`config.mk`:
```
export PLATFORM = sky130hd
export DESIGN_NAME = add4wsplit
export DESIGN_NICKNAME = d
export VERILOG_FILES = /design/src/rtl/anspwm_pkg.sv /design/src/rtl/add4wsplit_split_stage.sv /design/src/rtl/add4wsplit.sv
export SDC_FILE = /design/constraint.sdc
export NUM_CORES = 1
export LEC_CHECK = 0
export ABC_AREA = 0
export ABC_CLOCK_PERIOD_IN_PS = 18900
export CAP_MARGIN = 0
export CORE_ASPECT_RATIO = 2
export CORE_MARGIN = 1
export CORE_UTILIZATION = 40
export CTS_CLUSTER_DIAMETER = 30
export DETAILED_ROUTE_END_ITERATION = 12
export GPL_ROUTABILITY_DRIVEN = 0
export PLACE_DENSITY_LB_ADDON = 0.1
export SLEW_MARGIN = 40
export SYNTH_ARGS = -nofsm -noshare
export SYNTH_HDL_FRONTEND = slang
export SYNTH_SLANG_ARGS = --single-unit
```
`constraint.sdc`:
```
create_clock -name clk -period 18.9 [get_ports clk]
set_input_delay 2.835 -clock clk [delete_from_list [all_inputs] [get_ports clk]]
set_output_delay 2.835 -clock clk [all_outputs]
set_load 0.03 [all_outputs]
```
`src/rtl/anspwm_pkg.sv`:
```
// Shared types and constants for the anspwm datapath: the splitter FSM state
// encoding, the datapath width and the default magnitude caps for c1..c3.
package anspwm_pkg;

   localparam int W = 16;

   localparam int LIM1_DEF = 4096;
   localparam int LIM2_DEF = 256;
   localparam int LIM3_DEF = 16;

   typedef enum logic [2:0] {
      IDLE = 3'd0,
      S1   = 3'd1,
      S2   = 3'd2,
      S3   = 3'd3,
      DONE = 3'd4
   } split_state_t;

endpackage

```
`src/rtl/add4wsplit_split_stage.sv`:
```
// One greedy split step: takes as much of the signed residual as the cap
// allows and reports the magnitude, the sign (1 = subtract) and the new residual.
module split_stage
   import anspwm_pkg::*;
(
   input  logic [W-1:0] r,
   input  logic [W-1:0] lim,
   output logic [W-1:0] c,
   output logic         s,
   output logic [W-1:0] rNext
);

   logic [W:0] mag;

   // Magnitude is one bit wider so that r = -32768 yields +32768 instead of
   // wrapping back to a negative number.
   assign mag   = r[W-1] ? ((W+1)'(0) - {1'b1, r}) : {1'b0, r};
   assign c     = (mag > {1'b0, lim}) ? lim : mag[W-1:0];
   assign s     = r[W-1] & (c != '0);
   assign rNext = s ? (r + c) : (r - c);

endmodule

```
`src/rtl/add4wsplit.sv`:
```
// Splits a 16-bit target into c0 plus three capped signed terms and a residual,
// one greedy stage per clock. Optional build macro ADD4WSPLIT_ZERO_SKIP_EN jumps
// straight to DONE once the residual reaches zero on stage entry.
module add4wsplit
   import anspwm_pkg::*;
#(
   parameter int LIM1 = LIM1_DEF,
   parameter int LIM2 = LIM2_DEF,
   parameter int LIM3 = LIM3_DEF
) (
   input  logic         clk,
   input  logic         rst,
   input  logic         in_valid,
   output logic         in_ready,
   input  logic [W-1:0] value,
   input  logic [W-1:0] c0,
   output logic         out_valid,
   input  logic         out_ready,
   output logic [W-1:0] c0_o,
   output logic [W-1:0] c1,
   output logic [W-1:0] c2,
   output logic [W-1:0] c3,
   output logic         c1s,
   output logic         c2s,
   output logic         c3s,
   output logic [W-1:0] resid
);

   split_state_t state;
   logic [W-1:0] r;
   logic [W-1:0] stageLim;
   logic [W-1:0] stageC;
   logic [W-1:0] stageRNext;
   logic         stageS;
   logic         skipRest;

   assign in_ready = (state == IDLE);

   // A single shared stage datapath; the cap it applies follows the current state.
   always_comb begin
      stageLim = W'(LIM3);
      case (state)
         S1:      stageLim = W'(LIM1);
         S2:      stageLim = W'(LIM2);
         default: stageLim = W'(LIM3);
      endcase
   end

   split_stage uStage (
      .r     (r),
      .lim   (stageLim),
      .c     (stageC),
      .s     (stageS),
      .rNext (stageRNext)
   );

`ifdef ADD4WSPLIT_ZERO_SKIP_EN
   assign skipRest = (r == '0);
`else
   assign skipRest = 1'b0;
`endif

   // Main FSM: accept in IDLE, run S1..S3 one per clock, then present the result
   // in DONE. out_valid is registered, so it rises one edge after DONE is entered
   // and everything holds until the consumer takes the result.
   always_ff @(posedge clk) begin
      if (rst) begin
         state     <= IDLE;
         r         <= '0;
         out_valid <= 1'b0;
         c0_o      <= '0;
         c1        <= '0;
         c2        <= '0;
         c3        <= '0;
         c1s       <= 1'b0;
         c2s       <= 1'b0;
         c3s       <= 1'b0;
         resid     <= '0;
      end else begin
         case (state)
            IDLE: begin
               if (in_valid) begin
                  c0_o  <= c0;
                  r     <= value - c0;
                  c1    <= '0;
                  c2    <= '0;
                  c3    <= '0;
                  c1s   <= 1'b0;
                  c2s   <= 1'b0;
                  c3s   <= 1'b0;
                  state <= S1;
               end
            end
            S1, S2, S3: begin
               if (skipRest) begin
                  state <= DONE;
               end else begin
                  r <= stageRNext;
                  case (state)
                     S1: begin
                        c1    <= stageC;
                        c1s   <= stageS;
                        state <= S2;
                     end
                     S2: begin
                        c2    <= stageC;
                        c2s   <= stageS;
                        state <= S3;
                     end
                     default: begin
                        c3    <= stageC;
                        c3s   <= stageS;
                        state <= DONE;
                     end
                  endcase
               end
            end
            DONE: begin
               if (!out_valid) begin
                  out_valid <= 1'b1;
                  resid     <= r;
               end else if (out_ready) begin
                  out_valid <= 1'b0;
                  state     <= IDLE;
               end
            end
            default: state <= IDLE;
         endcase
      end
   end

endmodule
```
Yosys cells after proc, flatten, opt, wreduce, memory -nomap -nowiden
Cells that the tools add are included.
{"block": "word_totals", "reg_bits": 103, "in_bits": 36, "wordCells": 67}
{"block": "classes", "n_addsub": 4, "n_lt_le_gt_ge": 1, "n_eq_ne": 10, "muxes": 27, "bitwise_logic": 2, "reduce_logical": 12}
{"operator": "16-bit one-hot mux with 2 select lines", "n": 4}
{"operator": "16-bit two-way mux", "n": 7}
{"operator": "16-bit subtractor", "n": 2}
{"operator": "13-bit one-hot mux with 2 select lines", "n": 1}
{"operator": "17-bit by 13-bit > comparator with 1-bit output", "n": 1}
{"operator": "17-bit two-way mux", "n": 1}
{"operator": "1-bit by 17-bit subtractor with 17-bit output, first input constant", "n": 1}
{"operator": "16-bit adder", "n": 1}
{"operator": "16-bit nonzero test", "n": 1}
{"operator": "2-bit inequality test, second input constant", "n": 6}
{"operator": "3-bit AND reduction", "n": 4}
{"operator": "3-bit two-way mux", "n": 3}
{"operator": "3-bit one-hot mux with 3 select lines", "n": 1}
{"operator": "3-bit by 2-bit == test with 1-bit output, second input constant", "n": 2}
{"operator": "1-bit two-way mux", "n": 6}
{"operator": "1-bit one-hot mux with 2 select lines", "n": 3}
{"operator": "3-bit one-hot mux with 2 select lines", "n": 1}
{"operator": "2-bit AND reduction", "n": 3}
{"operator": "3-bit by 1-bit == test with 1-bit output, second input constant", "n": 1}
{"operator": "3-bit == test, second input constant", "n": 1}
{"operator": "3-bit zero test", "n": 1}
{"operator": "3-bit OR reduction", "n": 1}
{"operator": "2-bit nonzero test", "n": 1}
{"operator": "2-bit OR reduction", "n": 1}
{"operator": "2 further kinds", "n": 2}

Longest topological paths before layout
Gate-level depths: netlist (run 1).
{"block": "depth", "ltp_word": 8, "ltp_mapped": 33, "depth_no_buf": 30}

Hierarchy
From an unflattened synthesis (run 1), not the netlist that was laid out.
{"block": "hier_totals", "cells_unflattened": 936, "hier_area_um2": 7030.5}
{"mod": "add4wsplit", "instances": 1, "cells_per_inst": 615, "area_each_um2": 4774.6, "seq_area_each_um2": 2062.0}
{"mod": "split_stage", "instances": 1, "cells_per_inst": 321, "area_each_um2": 2255.9, "seq_area_each_um2": 0.0}

Worst setup path after synthesis (run 1)
No wires, ideal clock.
{"block": "synth_path", "path_type": "register to register", "from": "reg r[1]", "to": "reg r[14]", "arrival_ns": 6.139, "slack_ns": 12.666, "path_stages_with_launch": 33, "n_path_buf": 4, "synth_period_minus_slack_ns": 6.234, "cell_sequence": "dfxtp_1 > clkbuf_1 > inv_1 > ha_1 > clkbuf_1 > nand2_1 > o21a_1 > xor2_1 > ha_1 > nand3_1 > nor2_1 > nand2_1 > nor3_1 > o31ai_2 > clkbuf_1 > or2_1 > ha_1 > nand3_1 > o21ai_1 > buf_2 > o21ai_1 > fa_1 > a21o_1 > a21oi_1 > o21bai_1 > a21oi_1 > nor2b_1 > o21a_1 > o31a_1 > o41ai_1 > o21ai_0 > xnor2_1 > a221oi_1"}
{"block": "synth_between", "elab_chain_cells": 8}
{"element": "start, declared", "line": "add4wsplit.sv:30", "text": "logic [W-1:0] r;"}
{"element": "start signal, assigned", "line": "add4wsplit.sv:84", "text": "r <= value - c0;"}
{"element": "start signal, assigned", "line": "add4wsplit.sv:98", "text": "r <= stageRNext;"}
{"element": "parallel branches: the longest is 6 deep, another holds 1-bit by 17-bit subtractor with 17-bit output"}
{"element": "16-bit two-way mux *", "line": "add4wsplit_split_stage.sv:20", "text": "assign rNext = s ? (r + c) : (r - c);"}
{"element": "16-bit one-hot mux with 2 select lines *", "line": "add4wsplit.sv:80", "text": "case (state)"}
Every way passes the cells marked *.
A chain may end at the register's enable or synchronous reset.

Worst setup path in the final report (run 1)
{"block": "layout_path", "from": "reg r[2]", "to": "reg r[14]"}
Same word-level chain as after synthesis.

==> summary.txt, run 1 <==
Timing
  – Fmax: between 0.1 and 0.15 GHz
  – Final setup margin: 11.88 ns
  – Final setup vio count: 0
  – Max-slew violation count: 0
  – Fin crit share: 0.3713
  – Hold violation total from the final report: 0
  – Post-Route Setup TNS: 0 ns
  – RSZ-0062 raised after global routing: no
  – Rel. slew slack: 0.4884
  – Tightest Pin Transition: approximately 0.76 ns
  – Fin crit period: between 7 and 8 ns
  – Final Skew: 0.01149 ns
  – Hold Slack: about 0.45 ns

Power and ir drop
  – Pwr dens: between 100 and 150 nW/um2
  – Sw Pwr: 0.0005496 W
  – Internal: between 0.0006 and 0.0007 W
  – Switching Share: 0.4766
  – Clock power share: 0.169
  – Part of the power in combinational logic: 0.584
  – Seq pwr share: 0.246
  – VDD IR-drop max: 59.68 uV
  – Leak: slightly below 3 nW

CTS
  – Post-CTS Hold Fix Bufs: 0
  – Num CTS Buffers: 9
  – CTS tree: yes
  – H-tree levels: 3
  – CTS Sinks: ~100
  – Cts repair resizes: 0
  – Worst-case clock buffer depth: 2
  – Clk root buf: clkbuf_16
  – Clk_lat worst skew: ~0.35 ns
  – Clock slew at reported path FFs: ~0.08 ns
  – Setup Fix Bufs, Post-CTS: 0

Synth
  – Mapped Nets: 889
  – Asr flop ratio synth: 0
  – Yosys Warn Count: 0
  – Main synth FF type: dfxtp_1
  – Avg Cell Area, Syn: around 7.5 um2
  – EDFF count, synth: 0
  – Register bit total from synthesis: 103
  – Synth area leaders: dfxtp_1 34%, nand2_1 11%, a21oi_1 8.3%
  – Dominant cell type by area after synthesis: dfxtp_1
  – Post-Synthesis Cells: about 800
  – Post-synth top area share: 0.3390
  – Register area share after synthesis: 0.3390
  – Unique masters post-synth: 64
  – Mapped Area: between 6000 and 7000 um2

Worst hold path
  – Hold Crit Depth: 2
  – Worst Hold Path EP: resid[5]$_SDFFE_PP0P_
  – HP Class: reg2reg
  – Hold path startpoint: resid[5]$_SDFFE_PP0P_

Drt
  – Drt first pass iters: 5
  – DRT iter0 DRCs: approximately 270
  – Vias: 6,043
  – Drc violations: 0
  – Final WL: 19,300 um
  – Final ANT Viol Nets: 0
  – Vias/cell: between 5 and 6
  – Per-cell routed wire length: approximately 17 um

Placed design
  – DP HPWL: roughly 15,000 um
  – Placed cell count: around 1,100
  – DP Worst Slack: roughly 12 ns
  – IO buf count: 120

Global route
  – Met2 usage: 0.4577
  – GRT overflow: 0
  – Met3 global-route usage: 0.05236
  – Vias in the first global route: 6,059
  – Largest net degree at the start of global routing: between 60 and 70
  – Tot GR Track Use: 0.2544
  – Most Used Layer, Global Route: met2
  – Initial antenna violation count: 0
  – First-pass GRT wire length: a little over 30,000 um
  – Met1 usage: 0.2639

Layout
  – Non-Filler Instances: 1,105
  – Commonest cells after routing, fill and taps aside: 177 x nand2_1, 119 x clkdlybuf4s50_1, 103 x dfxtp_1, 100 x a21oi_1, 75 x nor2_1
  – N_diodes: 0
  – Layout cell share with drive strength beyond 1: 0.04615
  – Fillers: roughly 1,500
  – Nets: ~980
  – Commonest non-fill, non-tap cell in the layout: nand2_1
  – Final core utilization: 0.5209
  – P&R area growth vs syn: 26.90%

Worst setup path
  – Critical path arrival: ~7.3 ns
  – CP Launch Type: flip-flop
  – Worst Setup End Kind: flip-flop
  – CP max FO: 21
  – Reg2reg setup slack: around 12 ns
  – R2r startpoint: r[2]$_SDFFE_PP0P_
  – R2R cell count: 22
  – CP required: between 15 and 20 ns
  – Reg2reg end: r[14]$_SDFFE_PP0P_
  – CP Class: reg2reg

Floorplan
  – Die footprint: ~16,000 um2
  – Die X: roughly 89 um
  – Site row count: between 60 and 70
  – Die Ht: around 180 um
  – Area of the core: between 10,000 and 15,000 um2
  – Starting Density: 0.4105
  – Ports: approximately 120

Job
  – Max Cap Violations: 0

Run status
  – Outcome: complete, no violations
[power groups by stage]
stage / logic, W / registers (W) / clock network (W)
after global placement: 0.000653 / 0.000287 / 0
after CTS: 0.000665 / 0.000284 / 0.000200
after floorplan: 0.000477 / 0.000292 / 0
after detailed placement: 0.000660 / 0.000289 / 0
final: 0.000674 / 0.000284 / 0.000195
after global routing: 0.000733 / 0.000288 / 0.000208
[synth_stat cells, drive strengths merged, types with 4 or more instances]
cell,count
inv,31
nand3,8
o21a,7
a311oi,6
or3,11
xnor2,26
nor2b,4
and3,4
o31ai,6
xor2,19
buf,4
a31oi,8
nor3b,9
nand2,177
and2,9
o21ai,25
nand2b,5
nor3,18
o21bai,4
ha,36
or2,6
a21boi,5
nor2,80
a211oi,9
mux2i,6
a21oi,101
a21o,7
a2111oi,4
clkbuf,43
dfxtp,103
[cell type report]
type / count / area, um2 / area share
Tap cell: 195 / 244.0 / 0.03160
Sequential cell: 103 / 2062 / 0.2671
Clock inverter: 7 / 93.84 / 0.01216
Clock buffer: 9 / 225.2 / 0.02917
Inverter: 31 / 116.4 / 0.01507
Multi-Input combinational cell: 634 / 3737 / 0.4841
Timing Repair Buffer: 126 / 1241 / 0.1608
[worst max-delay path by stage]
stage                          to  slack, ns         startpoint  depth (start not counted)
6_report       r[14]$_SDFFE_PP0P_      11.88  r[2]$_SDFFE_PP0P_                         22
5_1_grt        r[14]$_SDFFE_PP0P_      11.38  r[2]$_SDFFE_PP0P_                         27
4_1_cts        r[14]$_SDFFE_PP0P_      11.96  r[2]$_SDFFE_PP0P_                         22
3_5_place_dp   r[14]$_SDFFE_PP0P_      12.02  r[2]$_SDFFE_PP0P_                         22
3_3_place_gp   r[14]$_SDFFE_PP0P_      12.29  r[2]$_SDFFE_PP0P_                         28
2_1_floorplan  r[14]$_SDFFE_PP0P_      12.67  r[1]$_SDFFE_PP0P_                         32
[registers in the layout, summed over array words and instances (netlist names)]
name,flops
out_valid,1
c1,16
c2,16
c0_o,16
c1s,1
r,16
resid,16
c2s,1
c3,16
c3s,1
state,3
[through the flow]
step	instance area, um2	total power, W
after floorplan	6083	0.0007692
after global placement	7385	0.0009397
after detailed placement	7396	0.0009488
after CTS	7715	0.001148
after global routing	7720	0.001230
final	7720	0.001153
[kinds of logic (layout without fill, tap and decap cells)]
group / Yosys count / after routing / synth area share
AO/OA/AOI/OAI: 203 / 203 / 0.2077
XOR/XNOR: 45 / 45 / 0.06479
adder cells (fa/ha/maj): 38 / 38 / 0.08063
buffers and inverters: 78 / 173 / 0.04977
flip-flops: 103 / 103 / 0.3390
multiplexers: 7 / 7 / 0.01172
AND/OR/NAND/NOR: 341 / 341 / 0.2464
[worst max-delay path: stages (launching register included)]
cell and delay, ns:
dfxtp_1 0.46, or3_1 0.52, o41ai_1 0.46, xor2_1 0.46
nand3_2 0.19, a2111oi_4 0.43, o31ai_2 0.17, buf_4 0.26
or3_4 0.37, o21ai_1 0.61, o21ai_1 0.22, fa_1 0.46
a21o_1 0.18, a21oi_1 0.26, o21bai_1 0.12, a21oi_1 0.23
nor2b_1 0.08, o21a_1 0.19, o31a_1 0.26, o41ai_1 0.39
o21ai_0 0.20, xnor2_1 0.15, a221oi_1 0.25
[per-layer routing]
metal,up-vias,wire (um)
met5,-,0
met4,0,997
met3,57,1100
met2,215,10160
met1,2811,7042
li1,2960,-
(Power assumes the default switching activity.)
==> inputs of run 2 (changes only) <==
ABC_CLOCK_PERIOD_IN_PS = 6000   (was 18900)
clock period = 6 ns   (was 18.9 ns; I/O delays follow)
==> run 2 against run 1 <==
  * Final area rose by 6.3%
  * Sequential power rose to 3.0 times the previous value
  * Global-route usage rose by 0.31 points
  * Via count rose by 3.0%
  * Cell count rose by 4.1%
  * Non-clock buffer count rose by 45
  * Critical endpoint is now r[15]$_SDFFE_PP0P_
  * Largest power group unchanged
==> summary.txt, run 2 (same netlist as run 1, synthesis figures left out) <==
Run status
  – Outcome: complete, no violations

Job
  – Max Cap Violations: 0

Drt
  – Top routing layer in use: met4
  – Metal2 WL: approximately 10,000 um
  – Per-cell routed wire length: 17.18 um
  – Drt first pass iters: 4
  – Met3 WL: ~1000 um
  – Vias: about 6,200
  – Vias/cell: 5.414
  – Final ANT Viol Nets: 0
  – Final WL: between 15,000 and 20,000 um
  – Met1 WL: 7214 um
  – DRT iter0 DRCs: 256
  – Drc violations: 0

Layout
  – Non-Filler Instances: approximately 1,200
  – Commonest non-fill, non-tap cell in the layout: nand2_1
  – P&R area growth vs syn: 34.86%
  – N_diodes: 0
  – Nets: between 1,000 and 1,500
  – Register Area: ~2100 um2
  – Footprint of the multi-input gates: ~3900 um2
  – Fillers: between 1,000 and 1,500
  – Layout cell share with drive strength beyond 1: 0.1152
  – Commonest cells after routing, fill and taps aside: 176 x nand2_1, 119 x clkdlybuf4s50_1, 102 x dfxtp_1, 97 x a21oi_1, 74 x nor2_1

Timing
  – RSZ-0062 raised after global routing: no
  – Final Skew: between 0.01 and 0.015 ns
  – Rel. slew slack: 0.4784
  – Final setup vio count: 0
  – Final setup margin: ~0.28 ns
  – Max-slew violation count: 0
  – Fin crit share: 0.9540
  – Fmax: 0.1747 GHz
  – Tightest Pin Transition: between 0.7 and 0.8 ns
  – Fin crit period: approximately 5.7 ns
  – Hold violation total from the final report: 0

Worst setup path
  – R2R cell count: 26
  – Worst path slowest cell: dfxtp_2
  – R2r startpoint: r[3]$_SDFFE_PP0P_
  – CP max FO: 7
  – CP required: around 6.2 ns
  – Worst path max stage delay: around 0.39 ns
  – Worst Setup End Kind: flip-flop
  – Reg2reg setup slack: roughly 0.28 ns
  – Critical path arrival: ~6.0 ns
  – CP Class: reg2reg
  – CP Launch Type: flip-flop
  – Reg2reg end: r[15]$_SDFFE_PP0P_

Floorplan
  – Die footprint: 15,730 um2
  – Die Ht: roughly 180 um
  – Site row count: 63
  – Die X: 89.20 um
  – Area of the core: around 15,000 um2
  – Ports: roughly 120
  – Starting Density: 0.4105

Placed design
  – IO buf count: 120
  – DP HPWL: roughly 15,000 um
  – Placed cell count: roughly 1,100
  – DP Worst Slack: -0.1515 ns

CTS
  – Clk root buf: clkbuf_16
  – Clk_lat worst skew: between 0.3 and 0.4 ns
  – Worst-case clock buffer depth: 2
  – CTS tree: yes
  – Clock slew at reported path FFs: ~0.08 ns
  – Post-CTS Hold Fix Bufs: 0
  – Num CTS Buffers: 9
  – H-tree levels: 3
  – CTS Sinks: between 100 and 150

Worst hold path
  – Worst Hold Path EP: resid[0]$_SDFFE_PP0P_
  – HP Class: reg2reg
  – Hold Crit Depth: 2
  – Hold path startpoint: resid[0]$_SDFFE_PP0P_

Power and ir drop
  – Pwr dens: ~500 nW/um2
  – VDD IR-drop max: between 200 and 250 uV
  – Leak: between 3 and 4 nW

Global route
  – Tot GR Track Use: 0.2576
  – Largest net degree at the start of global routing: 64
  – First-pass GRT wire length: approximately 31,000 um
  – Vias in the first global route: 6,159
  – GRT overflow: 0
  – Initial antenna violation count: 0
==> run 2: changes by cell type in the layout (fill, tap and decap cells not counted), sizes merged <==
cell,previous run,this run
clkinv,4,2
inv,34,36
buf,7,52
==> run 2: worst max-delay path: cells and delay by family, from the launching register on <==
kind                     cells  cell delay, ns
AO/OA/AOI/OAI               13            2.68
XOR/XNOR                     3            0.45
adder cells (fa/ha/maj)      2            0.58
AND/OR/NAND/NOR              4            0.92
buffers and inverters        4            0.58
flip-flops                   1            0.39
==> run 2: repair_timing <==
action	in CTS	in global routing
resized for setup	3	29
gates cloned	0	0
buffers inserted	6	6
pin swaps	3	15
setup endpoints to repair	3	5
==> run 2: metal layers <==
| metal | vias up | track usage |
|---|---|---|
| met4 | 0 | 0.1402 |
| met1 | 2909 | 0.2720 |
| met2 | 206 | 0.4641 |
| met3 | 62 | 0.04815 |
| met5 | - | 0 |
| li1 | 3049 | - |
==> run 2: cell type report <==
class                      instances  share of cell area
clock inverter                     7             0.01083
clock buffer                       9             0.02745
multi-input combinational        634              0.4734
tap                              195             0.02974
sequential                       103              0.2515
inverter                          31             0.01418
timing repair buffer             171              0.1929
==> run 2: per-stage QoR <==
stage | util | total power [W] | cell area, um2 | hold slack, ns | TNS, ns
finish | 0.5536 | 0.003991 | 8204 | 0.4539 | 0
CTS | 0.5421 | 0.003817 | 8034 | 0.4568 | 0
detailed placement | 0.5165 | 0.003138 | 7655 | 0.4456 | -0.3897
floorplan | - | 0.002440 | 6103 | 0.4811 | 0
global placement | 0.5158 | 0.003100 | 7644 | 0.4426 | 0
global route | 0.5536 | 0.004232 | 8204 | 0.4718 | 0
==> run 2: how the worst max path moves through the flow <==
stage / start / endpoint / slack [ns] / cells past startpoint
global route: r[8]$_SDFFE_PP0P_ / r[12]$_SDFFE_PP0P_ / 0.01 / 26
CTS: r[8]$_SDFFE_PP0P_ / r[14]$_SDFFE_PP0P_ / 0.03 / 27
floorplan: r[8]$_SDFFE_PP0P_ / r[14]$_SDFFE_PP0P_ / 0.003 / 30
finish: r[3]$_SDFFE_PP0P_ / r[15]$_SDFFE_PP0P_ / 0.28 / 26
detailed placement: r[8]$_SDFFE_PP0P_ / r[14]$_SDFFE_PP0P_ / -0.15 / 27
global placement: r[8]$_SDFFE_PP0P_ / r[14]$_SDFFE_PP0P_ / 0.06 / 27
==> run 2: power breakdown <==
| group | internal [W] | switching (W) | total [W] |
|---|---|---|---|
| sequential | 0.000766 | 0.0000725 | 0.000839 |
| clock | 0.000304 | 0.000311 | 0.000615 |
| combinational | 0.00107 | 0.00146 | 0.00254 |
| total | 0.00214 | 0.00185 | 0.00399 |
==> inputs of run 3 (changes only) <==
CELL_PAD_IN_SITES_DETAIL_PLACEMENT = 1   (was not set)
CELL_PAD_IN_SITES_GLOBAL_PLACEMENT = 2   (was not set)
CORE_UTILIZATION = 27   (was 40)
==> run 3 against run 2 <==
  * Register-to-register slack got worse by 0.05 ns
  * Global-route usage fell by 3.4 points
  * Clock power fell by 3%
  * Final area rose by 2.9%
  * Highest routed layer unchanged
  * Worst setup slack got worse by 0.047 ns
  * Flip-flop and latch count did not move
  * Critical path depth did not move
  * Non-clock buffer count rose by 15
  * Maximum frequency fell by 0.82%
==> summary.txt, run 3 (same netlist as run 1, synthesis figures left out) <==
Run status
  – Outcome: complete, no violations

Placed design
  – Dpl cell area: just under 8000 um2
  – DP HPWL: 19,750 um
  – IO buf count: 120

Layout
  – N_diodes: 0
  – Register Area: between 2000 and 2500 um2
  – Fillers: approximately 2,700
  – Layout cell share with drive strength beyond 1: 0.1351
  – Footprint of the multi-input gates: around 4000 um2
  – Nets: 1,039
  – P&R area growth vs syn: 38.73%
  – Commonest cells after routing, fill and taps aside: 176 x nand2_1, 119 x clkdlybuf4s50_1, 101 x dfxtp_1, 96 x a21oi_1, 74 x nor2_1
  – Final instance area: about 8400 um2
  – Commonest non-fill, non-tap cell in the layout: nand2_1

Drt
  – Vias/cell: 5.096
  – DRT iter0 DRCs: roughly 180
  – Drc violations: 0
  – Vias: 6,350
  – Drt first pass iters: 4
  – Final ANT Viol Nets: 0
  – Per-cell routed wire length: 19.99 um
  – Final WL: ~25,000 um

Floorplan
  – Starting Density: 0.2757
  – Die Ht: approximately 210 um
  – Ports: between 100 and 150
  – Die footprint: 23,170 um2
  – Area of the core: approximately 22,000 um2
  – Die X: 108.1 um
  – Site row count: 77

Global route
  – Initial antenna violation count: 0
  – Vias in the first global route: roughly 7,000
  – GRT overflow: 0
  – Largest net degree at the start of global routing: between 60 and 70
  – Tot GR Track Use: 0.2240
  – First-pass GRT wire length: between 30,000 and 40,000 um

Power and ir drop
  – Internal: between 0.002 and 0.0025 W
  – Switching Share: 0.4744
  – Sw Pwr: roughly 0.002 W
  – Leak: 3.270 nW
  – Part of the power in combinational logic: 0.664
  – Seq pwr share: 0.198
  – Pwr dens: 512.2 nW/um2
  – Clock power share: 0.138
  – VDD IR-drop max: approximately 190 uV

Timing
  – Max-slew violation count: 0
  – Fmax: ~0.17 GHz
  – RSZ-0062 raised after global routing: yes
  – Fin crit share: 0.9619
  – Hold Slack: between 0.4 and 0.5 ns
  – Final setup vio count: 0
  – Hold violation total from the final report: 0
  – Rel. slew slack: 0.5087
  – Final Skew: roughly 0.015 ns
  – Fin crit period: roughly 5.8 ns
  – Tightest Pin Transition: 0.7351 ns

Worst setup path
  – R2R cell count: 26
  – CP Class: reg2reg
  – Worst Setup End Kind: flip-flop
  – CP Launch Type: flip-flop
  – CP max FO: 7
  – CP required: between 6 and 7 ns
  – Critical path arrival: a little over 6 ns

CTS
  – Worst-case clock buffer depth: 2
  – CTS tree: yes
  – Clk_lat worst skew: ~0.4 ns
  – Num CTS Buffers: 9
  – Clk root buf: clkbuf_16
  – H-tree levels: 3
  – Clock slew at reported path FFs: 0.07 ns
  – CTS Sinks: about 100

Worst hold path
  – HP Class: reg2reg
  – Hold Crit Depth: 2

Job
  – Max Cap Violations: 0
[run 3: repair_timing]
action                                  CTS  global route
pin swaps                                 9            12
gates resized for setup                  13            24
setup buffers                             3             3
endpoints found under the setup margin    5             5
hold buffers                              0             0
gates cloned                              0             0
[run 3: area by class of cell]
cell class	count	share of cell area
well taps	276	0.04092
flip-flops and latches	103	0.2446
multi-input cells	634	0.4661
inverters	31	0.01379
clock inverters	7	0.007116
clock buffers	9	0.02669
repair buffers	186	0.2007
[run 3: power by group through the flow]
stage	logic, W	registers, W	clock network, W
after CTS	0.00272	0.000848	0.000623
after detailed placement	0.00263	0.000860	0
after floorplan	0.00152	0.000920	0
final	0.00287	0.000854	0.000596
after global placement	0.00259	0.000858	0
after global routing	0.00309	0.000864	0.000641
[run 3: stage by stage]
stage / TNS (ns) / util / setup slack [ns] / cells / total power, W
after floorplan: 0 / - / 0.003223 / 815 / 0.002440
after global placement: -0.1034 / 0.3583 / -0.07990 / 1224 / 0.003449
after detailed placement: -0.6132 / 0.3590 / -0.1797 / 1224 / 0.003494
after CTS: 0 / 0.3758 / 0.0009255 / 1243 / 0.004194
after global routing: -0.1412 / 0.3825 / -0.06102 / 1246 / 0.004594
final: 0 / 0.3825 / 0.2288 / 1246 / 0.004322
[run 3: layer usage]
layer | vias to the layer above | global-route usage | part of all wire
li1 | 3075 | - | -
met1 | 3043 | 0.2179 | 0.36
met2 | 162 | 0.4008 | 0.53
met3 | 70 | 0.04620 | 0.040
met4 | 0 | 0.1712 | 0.065
met5 | - | 0 | 0
[run 3: path summary, 6_finish.rpt]
| kind | from | end | slack [ns] |
|---|---|---|---|
| worst max register to register | r[8]$_SDFFE_PP0P_ | r[12]$_SDFFE_PP0P_ | 0.23 |
| worst min-delay path | c0_o[8]$_SDFFE_PP0P_ | c0_o[8]$_SDFFE_PP0P_ | 0.45 |
| worst min register to register | c0_o[8]$_SDFFE_PP0P_ | c0_o[8]$_SDFFE_PP0P_ | 0.45 |
| worst max-delay path | r[8]$_SDFFE_PP0P_ | r[12]$_SDFFE_PP0P_ | 0.23 |
[run 3: worst max-delay path, stage by stage, from the launching register on]
cell	delay, ns
dfxtp_1	0.31
or3_4	0.40
or3_4	0.36
o21ai_4	0.16
xnor2_2	0.10
ha_1	0.34
nand3_2	0.12
nor2_2	0.12
nand2_1	0.08
nor3_2	0.18
o31ai_4	0.10
buf_4	0.19
buf_4	0.13
or3_4	0.36
o21ai_4	0.25
o21ai_1	0.13
fa_1	0.39
a21o_1	0.18
a21oi_2	0.17
o21bai_1	0.10
a21oi_2	0.15
nor2b_1	0.07
o21a_1	0.19
o31a_1	0.30
o41ai_4	0.29
xor2_1	0.14
a2111oi_2	0.33
